--- src/rtl/irq_sched.sv ---
// Interrupt/vector scheduler for the 65C02 core: arbitrates reset, NMI, IRQ and BRK
// at instruction boundaries. Define IRQ_SYNC_EN to add 2-flop input synchronizers on IRQ/NMI.
module irq_sched #(
    parameter logic [3:0] RST_VEC = 4'd9,
    parameter logic [3:0] NMI_VEC = 4'd8,
    parameter logic [3:0] IRQ_VEC = 4'd4,
    parameter logic [3:0] BRK_VEC = 4'd10
) (
    input  logic       clk,
    input  logic       RST_N,
    input  logic       IRQ,
    input  logic       NMI,
    input  logic       sync,
    input  logic [7:0] DB,
    input  logic       I,
    input  logic       ack,
    output logic       take,
    output logic [3:0] vec,
    output logic       B,
    output logic       busy,
    output logic       err
);

    typedef enum logic [0:0] {
        ST_IDLE    = 1'b0,
        ST_SERVICE = 1'b1
    } state_t;

    state_t     state_r, state_n;
    logic       rst_pend_r, rst_pend_n;
    logic       nmi_pend_r, nmi_pend_n;
    logic       nmi_q_r;
    logic [3:0] lock_vec_r, lock_vec_n;
    logic       lock_b_r, lock_b_n;
    logic       err_r, err_n;
    logic       irq_s, nmi_s;
    logic       irq_req_s, nmi_edge_s, nmi_clr_s;
    logic       cand_valid_s;
    logic [3:0] cand_vec_s;

`ifdef IRQ_SYNC_EN
    logic [1:0] irq_sync_r, nmi_sync_r;

    // Two-stage synchronizers; NMI resets high so a held NMI is not seen as an edge.
    always_ff @(posedge clk) begin
        if (!RST_N) begin
            irq_sync_r <= 2'b00;
            nmi_sync_r <= 2'b11;
        end else begin
            irq_sync_r <= {irq_sync_r[0], IRQ};
            nmi_sync_r <= {nmi_sync_r[0], NMI};
        end
    end

    assign irq_s = irq_sync_r[1];
    assign nmi_s = nmi_sync_r[1];
`else
    assign irq_s = IRQ;
    assign nmi_s = NMI;
`endif

    // Candidate source selection in fixed priority: reset, NMI, unmasked IRQ.
    always_comb begin
        irq_req_s  = irq_s & ~I;
        nmi_edge_s = nmi_s & ~nmi_q_r;
        if (rst_pend_r) begin
            cand_valid_s = 1'b1;
            cand_vec_s   = RST_VEC;
        end else if (nmi_pend_r) begin
            cand_valid_s = 1'b1;
            cand_vec_s   = NMI_VEC;
        end else if (irq_req_s) begin
            cand_valid_s = 1'b1;
            cand_vec_s   = IRQ_VEC;
        end else begin
            cand_valid_s = 1'b0;
            cand_vec_s   = BRK_VEC;
        end
    end

    // Next-state logic: lock a vector at the boundary, release it on ack.
    always_comb begin
        state_n    = state_r;
        rst_pend_n = rst_pend_r;
        lock_vec_n = lock_vec_r;
        lock_b_n   = lock_b_r;
        err_n      = err_r;
        nmi_clr_s  = 1'b0;
        case (state_r)
            ST_IDLE: begin
                if (ack) begin
                    err_n = 1'b1;
                end else begin
                    err_n = err_r;
                end
                // An interrupt wins over a BRK opcode fetched on the same boundary.
                if (sync && cand_valid_s) begin
                    lock_vec_n = cand_vec_s;
                    lock_b_n   = 1'b0;
                    state_n    = ST_SERVICE;
                end else if (sync && (DB == 8'h00)) begin
                    lock_vec_n = BRK_VEC;
                    lock_b_n   = 1'b1;
                    state_n    = ST_SERVICE;
                end else begin
                    state_n = ST_IDLE;
                end
            end
            ST_SERVICE: begin
                if (sync) begin
                    err_n = 1'b1;
                end else begin
                    err_n = err_r;
                end
                if (ack) begin
                    state_n = ST_IDLE;
                    if (lock_vec_r == RST_VEC) begin
                        rst_pend_n = 1'b0;
                    end else if (lock_vec_r == NMI_VEC) begin
                        nmi_clr_s = 1'b1;
                    end else begin
                        nmi_clr_s = 1'b0;
                    end
                end else begin
                    state_n = ST_SERVICE;
                end
            end
            default: begin
                state_n = ST_IDLE;
            end
        endcase
        // A fresh edge beats a simultaneous acknowledge so it is never lost.
        nmi_pend_n = nmi_edge_s | (nmi_pend_r & ~nmi_clr_s);
    end

    // State and pending-source registers.
    always_ff @(posedge clk) begin
        if (!RST_N) begin
            state_r    <= ST_IDLE;
            rst_pend_r <= 1'b1;
            nmi_pend_r <= 1'b0;
            nmi_q_r    <= 1'b1;
            lock_vec_r <= RST_VEC;
            lock_b_r   <= 1'b0;
            err_r      <= 1'b0;
        end else begin
            state_r    <= state_n;
            rst_pend_r <= rst_pend_n;
            nmi_pend_r <= nmi_pend_n;
            nmi_q_r    <= nmi_s;
            lock_vec_r <= lock_vec_n;
            lock_b_r   <= lock_b_n;
            err_r      <= err_n;
        end
    end

    assign take = (state_r == ST_IDLE) & cand_valid_s;
    assign vec  = (state_r == ST_IDLE) ? cand_vec_s : lock_vec_r;
    assign B    = (state_r == ST_IDLE) ? ~cand_valid_s : lock_b_r;
    assign busy = (state_r == ST_SERVICE);
    assign err  = err_r;

endmodule
--- config.mk ---
export PLATFORM = sky130hd
export DESIGN_NAME = irq_sched
export DESIGN_NICKNAME = d
export VERILOG_FILES = /design/src/rtl/irq_sched.sv
export SDC_FILE = /design/constraint.sdc
export NUM_CORES = 1
export LEC_CHECK = 0
export ABC_AREA = 1
export CAP_MARGIN = 10
export CORE_AREA = 2 2 39 41
export DETAILED_ROUTE_END_ITERATION = 8
export DIE_AREA = 0 0 41 43
export GPL_TIMING_DRIVEN = 0
export PLACE_DENSITY = 0.72
export SETUP_SLACK_MARGIN = 0.15
export SYNTH_ARGS = -nofsm -noshare
export SYNTH_HDL_FRONTEND = slang
export SYNTH_SLANG_ARGS = --single-unit
--- constraint.sdc ---
create_clock -name clk -period 2.55 [get_ports clk]
set_input_delay 0.255 -clock clk [delete_from_list [all_inputs] [get_ports clk]]
set_output_delay 0.255 -clock clk [all_outputs]
set_load 0.005 [all_outputs]
==> results.json <==
{
  "status": "completed",
  "cts.sinks": 9,
  "grt_max_degree": 11,
  "fmax_mhz": 501.9,
  "postLayoutSetupSlackWorst_ns": 0.5576,
  "synth-seq-cells": 9,
  "min_path_type": "reg -> reg",
  "synth_seq_area_share": 0.3810,
  "cts_root_buf": "clkbuf_4",
  "avgSynthCellArea_um2": 6.569,
  "met1_length_um": 509,
  "drive_above_1_share": 0.1224,
  "insertion_delay_ns": 0.26,
  "synth_nets": 87,
  "rsz0062_at_grt": "false",
  "yosysMostFrequentCell": "nand2_1",
  "start_kind": "input pin",
  "synthTopCellsByCount": "18 x nand2_1, 13 x inv_1, 9 x dfxtp_1, 7 x o21ai_0, 5 x nor2_1",
  "diodes": 0,
  "criticalPathCategory": "in -> out",
  "maxCapViolCount": 0,
  "wire_per_inst_um": 9.509,
  "post-cts-setup-buffer-count": 0,
  "gr-usage-all-layers": 0.1455,
  "pre_cts_slack_ns": 0.5624,
  "async_flop_share": 0,
  "critPathCaptureType": "output pin",
  "hpwl_um": 864.8,
  "ys_warn_count": 0,
  "wirelength_mm": 1.084,
  "grt_pass1_vias": 457,
  "wl_met2_um": 503,
  "vias": 515,
  "fin_nets": 114,
  "final_core_util": 0.5344,
  "syn_area_um2": 473.0,
  "ctsHoldBuffers": 0,
  "power.density_nw_per_um2": 497.4,
  "rows": 14,
  "fin_skew_ns": 0.004097,
  "cpMaxStageDelayCell": "clkdlybuf4s50_1",
  "viasPerCell": 4.518,
  "path_clk_slew_ns": 0.06,
  "hold_viol": 0,
  "crit_chain": "clkdlybuf4s50_1 -> nand2_1 -> nor3_1 -> nand2_1 -> o21ai_0 -> clkdlybuf4s50_1",
  "dieArea_um2": 1763,
  "die_h_um": 43,
  "antenna_found_initial": 0,
  "ant_nets": 0,
  "yosysUniqueCellTypes": 18,
  "htree_levels": 1,
  "clockBufferDepth": 2,
  "synth.top_cell.area_share": 0.3810,
  "synth_area_leaders": "dfxtp_1 38%, nand2_1 14%, inv_1 10%",
  "grt_pass1_wl_mm": 1.766,
  "crit_required_ns": 2.30,
  "start_util": 0.3418,
  "holdWs_ns": 0.4852,
  "gp_congestion": 0.8298,
  "cts_buffers": 3,
  "ctsResizeCount": 0,
  "maxSlewHeadroom": 0.8014,
  "core_um2": 1384,
  "power_uw": 367.8,
  "timing.final.crit_share": 0.7813,
  "worst_slew_pin_slew_ns": 0.2969,
  "ys.flop_type": "dfxtp_1",
  "die-width_um": 41,
  "path_max_fanout": 3,
  "overflow": 0,
  "ir_drop_uv": 363.6,
  "fin_crit_ns": 1.992,
  "yosysTopAreaCell": "dfxtp_1",
  "drc_errors": 0,
  "setup-tns-final_ns": 0,
  "first_pass_iters": 3,
  "maxUsedRoutingLayer": "met4",
  "dr_wl_met3_um": 61,
  "slew_violations": 0,
  "setup_viol_count_final": 0,
  "synthToLayoutAreaGrowth_pct": 56.35,
  "critPathMaxStageDelay_ns": 0.52,
  "p_leak_nw": 0.3481,
  "port_buffers": 22,
  "cts_tree": "yes",
  "cp.arrival_ns": 1.74,
  "first_iter_violations": 6,
  "ios": 23,
  "synth-edff-count": 0,
  "synthCells": 72
}
[metrics by stage]
| stage | instance area, um2 | std cells |
|---|---|---|
| after floorplan | 473.0 | 72 |
| after global placement | 713.2 | 110 |
| after detailed placement | 713.2 | 110 |
| after CTS | 739.5 | 114 |
| after global routing | 739.5 | 114 |
| final | 739.5 | 114 |
[metal layers]
metal,vias up,global-route usage
li1,276,-
met1,225,0.1836
met2,12,0.2188
met3,2,0.04712
met4,0,0.06000
met5,-,0
[registers in the layout (all words and copies together) (netlist names)]
name and count:
busy 1, rst_pend_r 1, lock_vec_r 3, nmi_pend_r 1, nmi_q_r 1, err 1
lock_b_r 1
[placed cells by master (no fill, tap or decap)]
| master | instances |
|---|---|
| dfxtp_1 | 9 |
| o21a_1 | 1 |
| or2_0 | 1 |
| inv_1 | 13 |
| nand2_1 | 18 |
| nand3_2 | 1 |
| a21oi_1 | 4 |
| nand3_1 | 2 |
| a21oi_2 | 1 |
| or2_2 | 1 |
| nor3_1 | 1 |
| inv_2 | 1 |
| clkdlybuf4s50_1 | 22 |
| nor2_2 | 1 |
| nand2_2 | 3 |
| nor2_1 | 5 |
| buf_4 | 1 |
| clkbuf_1 | 1 |
| o21ai_0 | 7 |
| clkbuf_4 | 3 |
| nand4_1 | 2 |
[power by group]
part / switching, mW / internal, mW / leakage, nW
sequential: 0.00882 / 0.152 / 0.0745
combinational: 0.0386 / 0.0562 / 0.259
clock: 0.0521 / 0.0604 / 0.0150
total: 0.0995 / 0.268 / 0.348
[layout make-up]
class                      count  area (um2)
buffer                         1       7.507
timing repair buffer          22       220.2
inverter                      14       52.55
clock buffer                   4       26.28
tap                           16       20.02
fill                         141       644.4
multi-input combinational     48       232.7
sequential                     9       180.2
[cells by family after synthesis]
kind of cell           share of synthesized area
buffers and inverters                     0.1270
and+or+nand+nor                           0.3413
DFF                                       0.3809
AOI/OAI and AO/OA                         0.1508
[worst paths after layout]
kind	start	to	cells past startpoint	slack, ns
max	IRQ	vec[2]	6	0.56
min	err	err	2	0.49
max reg2reg	busy	nmi_pend_r	5	1.44
min reg2reg	err	err	2	0.49
[critical path: cells and delay by family]
kind / cells / cell delay, ns
buf+inv: 2 / 0.97
simple gates: 3 / 0.41
compound gates: 1 / 0.09
(Power assumes the default switching activity.)
